## src/rtl/sd_reader_pkg.sv

```systemverilog
// Shared constants for the SD sector reader: controller register map,
// ASR bit positions, error codes and the reader FSM state encoding.
package sd_reader_pkg;

    localparam logic [7:0]  BUF_BASE       = 8'd0;
    localparam logic [7:0]  REG_ARG        = 8'd139;
    localparam logic [7:0]  REG_CMD        = 8'd140;
    localparam logic [7:0]  REG_ASR        = 8'd141;
    localparam logic [31:0] CMD_READ_BLOCK = 32'd17;

    localparam int ASR_VALID   = 0;
    localparam int ASR_CONN    = 1;
    localparam int ASR_BUSY    = 2;
    localparam int ASR_TIMEOUT = 3;
    localparam int ASR_CRC     = 4;

    localparam logic [1:0] ERR_NONE    = 2'd0;
    localparam logic [1:0] ERR_NO_CARD = 2'd1;
    localparam logic [1:0] ERR_TIMEOUT = 2'd2;
    localparam logic [1:0] ERR_CRC     = 2'd3;

    typedef enum logic [3:0] {
        S_IDLE,
        S_CHK,
        S_WARG,
        S_WCMD,
        S_POLL,
        S_RES,
        S_RBUF,
        S_PUSH,
        S_DONE,
        S_ERR
    } state_e;

endpackage

```

## src/rtl/sd_avm_access.sv

```systemverilog
// Single-access Avalon-MM master: holds address/data/strobe through
// waitrequest and always leaves one idle cycle after a completed access.
module sd_avm_access
    import sd_reader_pkg::*;
(
    input  logic        clk_i,
    input  logic        rst_i,
    input  logic        start_i,
    input  logic        write_i,
    input  logic [7:0]  addr_i,
    input  logic [31:0] wdata_i,
    output logic        done_o,
    output logic [31:0] rdata_o,
    output logic        avm_read_o,
    output logic        avm_write_o,
    output logic [7:0]  avm_address_o,
    output logic [31:0] avm_writedata_o,
    input  logic [31:0] avm_readdata_i,
    input  logic        avm_waitrequest_i
);

    logic        rd_q, rd_d;
    logic        wr_q, wr_d;
    logic [7:0]  addr_q, addr_d;
    logic [31:0] wdata_q, wdata_d;
    logic        active;

    assign active = rd_q | wr_q;

    // A new access is only accepted while no strobe is up, which
    // yields the idle cycle after every completion.
    always_comb begin
        rd_d    = rd_q;
        wr_d    = wr_q;
        addr_d  = addr_q;
        wdata_d = wdata_q;
        if (active && !avm_waitrequest_i) begin
            rd_d = 1'b0;
            wr_d = 1'b0;
        end else if (!active && start_i) begin
            rd_d    = !write_i;
            wr_d    = write_i;
            addr_d  = addr_i;
            wdata_d = wdata_i;
        end
    end

    always_ff @(posedge clk_i) begin
        if (rst_i) begin
            rd_q    <= 1'b0;
            wr_q    <= 1'b0;
            addr_q  <= 8'd0;
            wdata_q <= 32'd0;
        end else begin
            rd_q    <= rd_d;
            wr_q    <= wr_d;
            addr_q  <= addr_d;
            wdata_q <= wdata_d;
        end
    end

    assign done_o          = active && !avm_waitrequest_i;
    assign rdata_o         = avm_readdata_i;
    assign avm_read_o      = rd_q;
    assign avm_write_o     = wr_q;
    assign avm_address_o   = addr_q;
    assign avm_writedata_o = wdata_q;

endmodule

```

## src/rtl/sd_sector_reader.sv

```systemverilog
// Issues CMD17 to the SD controller, polls for completion and streams
// the 128-word sector buffer out on a valid/ready interface.
module sd_sector_reader
    import sd_reader_pkg::*;
#(
    parameter bit          BYTE_ADDR  = 1'b1,
    parameter logic [23:0] POLL_LIMIT = 24'd12_000_000
) (
    input  logic        i_clock,
    input  logic        i_reset,
    input  logic        i_req_valid,
    input  logic [31:0] i_req_lba,
    output logic        o_req_ready,
    output logic        o_avm_chip_select,
    output logic [7:0]  o_avm_address,
    output logic        o_avm_read,
    output logic        o_avm_write,
    output logic [3:0]  o_avm_byteenable,
    output logic [31:0] o_avm_writedata,
    input  logic [31:0] i_avm_readdata,
    input  logic        i_avm_waitrequest,
    output logic [31:0] o_data,
    output logic        o_data_valid,
    output logic        o_data_last,
    input  logic        i_data_ready,
    output logic        o_busy,
    output logic        o_done,
    output logic        o_error,
    output logic [1:0]  o_error_code
);

    state_e      state_q, state_d;
    logic [31:0] lba_q, lba_d;
    logic [6:0]  idx_q, idx_d;
    logic [23:0] poll_q, poll_d;
    logic [4:0]  asr_q, asr_d;
    logic [31:0] data_q, data_d;
    logic [1:0]  code_q, code_d;

    logic        acc_start, acc_write, acc_done;
    logic [7:0]  acc_addr;
    logic [31:0] acc_wdata, acc_rdata;
    logic        avm_rd, avm_wr;
    logic [31:0] arg;
    logic [23:0] poll_inc;

    assign arg      = BYTE_ADDR ? {lba_q[22:0], 9'd0} : lba_q;
    assign poll_inc = (poll_q == '1) ? poll_q : poll_q + 24'd1;

    always_comb begin
        state_d   = state_q;
        lba_d     = lba_q;
        idx_d     = idx_q;
        poll_d    = poll_q;
        asr_d     = asr_q;
        data_d    = data_q;
        code_d    = code_q;
        acc_start = 1'b0;
        acc_write = 1'b0;
        acc_addr  = REG_ASR;
        acc_wdata = 32'd0;
        unique case (state_q)
            S_IDLE: begin
                if (i_req_valid) begin
                    lba_d   = i_req_lba;
                    code_d  = ERR_NONE;
                    poll_d  = 24'd0;
                    state_d = S_CHK;
                end
            end
            S_CHK: begin
                acc_start = 1'b1;
                if (acc_done) begin
                    if (acc_rdata[ASR_CONN] && acc_rdata[ASR_VALID]) begin
                        state_d = S_WARG;
                    end else begin
                        code_d  = ERR_NO_CARD;
                        state_d = S_ERR;
                    end
                end
            end
            S_WARG: begin
                acc_start = 1'b1;
                acc_write = 1'b1;
                acc_addr  = REG_ARG;
                acc_wdata = arg;
                if (acc_done) state_d = S_WCMD;
            end
            S_WCMD: begin
                acc_start = 1'b1;
                acc_write = 1'b1;
                acc_addr  = REG_CMD;
                acc_wdata = CMD_READ_BLOCK;
                if (acc_done) state_d = S_POLL;
            end
            S_POLL: begin
                acc_start = 1'b1;
                if (acc_done) begin
                    poll_d = poll_inc;
                    if (!acc_rdata[ASR_BUSY]) begin
                        asr_d   = acc_rdata[4:0];
                        state_d = S_RES;
                    end else if (poll_inc >= POLL_LIMIT) begin
                        code_d  = ERR_TIMEOUT;
                        state_d = S_ERR;
                    end
                end
            end
            S_RES: begin
                if (asr_q[ASR_TIMEOUT]) begin
                    code_d  = ERR_TIMEOUT;
                    state_d = S_ERR;
                end else if (asr_q[ASR_CRC]) begin
                    code_d  = ERR_CRC;
                    state_d = S_ERR;
                end else begin
                    idx_d   = 7'd0;
                    state_d = S_RBUF;
                end
            end
            S_RBUF: begin
                acc_start = 1'b1;
                acc_addr  = BUF_BASE | {1'b0, idx_q};
                if (acc_done) begin
                    data_d  = acc_rdata;
                    state_d = S_PUSH;
                end
            end
            S_PUSH: begin
                if (i_data_ready) begin
                    if (idx_q == 7'd127) begin
                        state_d = S_DONE;
                    end else begin
                        idx_d   = idx_q + 7'd1;
                        state_d = S_RBUF;
                    end
                end
            end
            S_DONE:  state_d = S_IDLE;
            S_ERR:   state_d = S_IDLE;
            default: state_d = S_IDLE;
        endcase
    end

    always_ff @(posedge i_clock) begin
        if (i_reset) begin
            state_q <= S_IDLE;
            lba_q   <= 32'd0;
            idx_q   <= 7'd0;
            poll_q  <= 24'd0;
            asr_q   <= 5'd0;
            data_q  <= 32'd0;
            code_q  <= ERR_NONE;
        end else begin
            state_q <= state_d;
            lba_q   <= lba_d;
            idx_q   <= idx_d;
            poll_q  <= poll_d;
            asr_q   <= asr_d;
            data_q  <= data_d;
            code_q  <= code_d;
        end
    end

    sd_avm_access u_acc (
        .clk_i             (i_clock),
        .rst_i             (i_reset),
        .start_i           (acc_start),
        .write_i           (acc_write),
        .addr_i            (acc_addr),
        .wdata_i           (acc_wdata),
        .done_o            (acc_done),
        .rdata_o           (acc_rdata),
        .avm_read_o        (avm_rd),
        .avm_write_o       (avm_wr),
        .avm_address_o     (o_avm_address),
        .avm_writedata_o   (o_avm_writedata),
        .avm_readdata_i    (i_avm_readdata),
        .avm_waitrequest_i (i_avm_waitrequest)
    );

    assign o_avm_read        = avm_rd;
    assign o_avm_write       = avm_wr;
    assign o_avm_chip_select = avm_rd | avm_wr;
    assign o_avm_byteenable  = (avm_rd | avm_wr) ? 4'hF : 4'h0;
    assign o_req_ready       = (state_q == S_IDLE);
    assign o_busy            = (state_q != S_IDLE);
    assign o_data            = data_q;
    assign o_data_valid      = (state_q == S_PUSH);
    assign o_data_last       = (state_q == S_PUSH) && (idx_q == 7'd127);
    assign o_done            = (state_q == S_DONE);
    assign o_error           = (state_q == S_ERR);
    assign o_error_code      = code_q;

endmodule

```

## config.mk

```make
export PLATFORM = sky130hd
export DESIGN_NAME = sd_sector_reader
export DESIGN_NICKNAME = d
export VERILOG_FILES = /design/src/rtl/sd_reader_pkg.sv /design/src/rtl/sd_avm_access.sv /design/src/rtl/sd_sector_reader.sv
export SDC_FILE = /design/constraint.sdc
export NUM_CORES = 1
export LEC_CHECK = 0
export CAP_MARGIN = 5
export CORE_AREA = 5 5 122 124
export DETAILED_ROUTE_END_ITERATION = 12
export DIE_AREA = 0 0 127 129
export GPL_TIMING_DRIVEN = 0
export PLACE_DENSITY = 0.83
export REMOVE_ABC_BUFFERS = 1
export SYNTH_ARGS = -nofsm -noshare
export SYNTH_HDL_FRONTEND = slang
export SYNTH_SLANG_ARGS = --single-unit
```

## constraint.sdc

```tcl
create_clock -name i_clock -period 2.51 [get_ports i_clock]
set_clock_uncertainty 0.2 [all_clocks]
set_input_delay 0.502 -clock i_clock [delete_from_list [all_inputs] [get_ports i_clock]]
set_output_delay 0.502 -clock i_clock [all_outputs]
set_load 0.02 [all_outputs]
```

==> summary.txt <==
Status: complete, but fails checks
Failing checks: negative setup slack
DRT antenna net count: 0
Post-synth ARST share: 0%
Fin nets: 967
Final HPWL DP: 10620 microns
Core area: 13670 sq um
Via density: 5.702
Final hold vios: 0
CTS tree: done
WP data required: 2.62 ns
Maximum VDD drop: 0.5706 mV
GRT Resource Usage Total: 20.10%
Slew margin rel.: 38.53%
Combinational Power Share: 27.7%
Worst setup margin: -0.08679 ns
Crit path max fanout: 6
DR iter-0 viols: 539
Final Setup Violations: 5
Initial antenna violation count: 0
Port-buffer cells: 139
Worst setup EP type: register
Max-cap viol count: 0
Number of synthesized register bits: 128
Worst-skew pair later-pin latency: 0.42 ns
Post-Syn Instances: 762
Max clock buf depth: 2
Total power: 7.057 mW
Die ar.: 16380 sq um
TritonCTS Buffers: 17
Finished Core Util: 61.66%
Cell Pwr Density: 837.6 nW/um^2
Worst-path clk slew: 0.06 ns
Clk sinks: 128
Root buf cell: clkbuf_16
Measured slew at the worst slew-check pin: 0.9221 ns
Total wire length: 17870 microns
Achievable Freq: 0.3851 GHz
Kind of critical path: register to register
Ant. Diodes: 0
Unrepaired setup endpoints after global routing: yes
Gp weighted congestion: 0.8651
FP Rows: 43
Mean Syn Cell Area: 7.642 sq um
Post-synth EDFFs: 0
Post-CTS Hold Buffers: 0
Critical Path Start Type: register
Initial DRT Pass Iterations: 5
Synthesized area: 5823 sq um
I/O pin cnt: 156
Int Power: 4.665 mW
Area grow syn2layout: 44.69%
Clock share of power: 39.0%
Grt total ovfl: 0
Sequential fraction of the synthesis area: 44.01%
DRC viols: 0
Per-cell routed wire length: 16.41 microns
Most frequent cells in the layout: nand2_1 (183), clkdlybuf4s50_1 (133), a21oi_1 (109)
Slew Viols, Final: 0
Synth warnings: 0
Layout cells sized above 1: 16.28%
Net load switching power: 2.392 mW
Die width: 127 microns
Final period util: 103.5%
Initial Util: 42.61%
Die height: 129 microns
Vias in the first global route: 5693
Pleak: 2.980 nW
Total number of vias: 6209
Synth Flop Type: dfxtp_1
Crit path arrival time: 2.71 ns
FILL cells: 1158
Sw frac: 33.90%
Final min period: 2.597 ns
Worst Hold Class: register to register
Most common cell after layout, fill and taps aside: nand2_1
Largest net degree at the start of global routing: 76
Seq pwr share: 33.3%
Yosys cell types: 62
H-tree depth: 4
First-pass GRT wire length: 27290 microns
[flip-flops by register name, indices dropped and copies added (netlist names)]
| name | flops |
|---|---|
| o_data | 32 |
| poll_q | 24 |
| u_acc.avm_writedata_o | 24 |
| lba_q | 23 |
| u_acc.avm_address_o | 8 |
| idx_q | 7 |
| state_q | 4 |
| asr_q | 2 |
| o_error_code | 2 |
| u_acc.avm_read_o | 1 |
| u_acc.avm_write_o | 1 |
[power by group through the flow]
stage,Sequential (mW),Combinational (mW),Clock (mW)
2_1_floorplan,2.42,0.962,0
3_3_place_gp,2.40,1.72,0
3_5_place_dp,2.40,1.79,0
4_1_cts,2.37,1.83,2.77
5_1_grt,2.37,2.10,2.88
6_report,2.35,1.96,2.75
[worst max-delay path, cell delays in order (launching register included)]
cell and delay, ns:
dfxtp_4 0.37, ha_4 0.16, nand3_4 0.15, buf_6 0.16, nor4_1 0.37, o22ai_1 0.16
a22oi_1 0.20, a211o_1 0.17, a31oi_4 0.11, o21a_4 0.24, o211a_1 0.20
[final timing paths]
path	startpoint	endpoint	slack (ns)	cells after the start
hold reg to reg	u_acc.avm_writedata_o[25]$_SDFFE_PP0P_	u_acc.avm_writedata_o[25]$_SDFFE_PP0P_	0.25	2
setup reg to reg	poll_q[1]$_SDFFE_PP0P_	o_error_code[0]$_SDFFE_PP0P_	-0.09	10
hold / removal	u_acc.avm_writedata_o[25]$_SDFFE_PP0P_	u_acc.avm_writedata_o[25]$_SDFFE_PP0P_	0.25	2
setup / recovery	poll_q[1]$_SDFFE_PP0P_	o_error_code[0]$_SDFFE_PP0P_	-0.09	10
[metal layers]
layer  part of all wire [%]  routed length (microns)  vias up  GRT usage (%)
met4                    2.4                      425        0          6.246
met5                      0                        0        -              0
met3                     11                     1878       48          7.887
met2                     48                     8642      355          33.53
li1                       -                        -     2921              -
met1                     39                     6922     2885          23.97
[kinds of logic after synthesis]
kind of cell               after synthesis  synth area share (%)
buffers and inverters                   74                 5.844
and+or+nand+nor                        357                 28.02
xor gates and xnor gates                 8                 1.203
adders and majority gates                2                0.4297
muxes                                    2                0.3653
DFF                                    128                 44.01
AOI/OAI and AO/OA                      190                 20.07
other                                    1               0.06440
[cell usage after synthesis, drive strengths merged (3+ instances only)]
cell	count	area (sq um)
a211oi	7	52.55
a31oi	7	43.79
nand4	10	77.57
o21ai	19	95.09
and2	5	31.28
a211o	4	35.03
dfxtp	128	2562
nand2	187	704.4
inv	5	18.77
nor2	51	191.4
a21oi	110	550.5
nor4	10	77.57
xnor2	5	43.79
nand2b	8	50.05
nand3	36	185.2
and3	7	43.79
buf	21	141.4
xor2	3	26.28
nor3	26	140.1
a22oi	5	37.54
and4	6	52.55
clkbuf	48	180.2
a311oi	11	96.34
o211ai	4	43.79
[metrics by stage]
step	cell area, sq um	std cells	TNS, ns	worst slack [ns]	hold slack [ns]
5_1_grt	8426	1089	-2.202	-0.3457	0.2710
4_1_cts	8222	1072	-0.06895	-0.06895	0.2524
6_report	8426	1089	-0.3078	-0.08679	0.2473
2_1_floorplan	5524	699	-52.83	-0.7320	0.2305
3_5_place_dp	7251	1026	-29.70	-0.6091	0.2446
3_3_place_gp	7141	1018	-281.85	-3.177	0.2386
[final cells by class]
class	instances	area, sq um	area share, %
multi-input combinational	568	3188	37.84
sequential	128	2638	31.30
timing repair buffer	176	1700	20.18
clock buffer	17	425.4	5.049
clock inverter	15	230.2	2.732
tap	180	225.2	2.673
inverter	5	18.77	0.2228
[repair_timing]
item | in CTS | in global routing
cloned | 2 | 0
resized for setup | 73 | 26
pin swaps | 22 | 19
setup endpoints to repair | 100 | 55
setup buffers | 13 | 17
hold endpoints to repair | 0 | 0
Power figures use the tool's default switching activity.
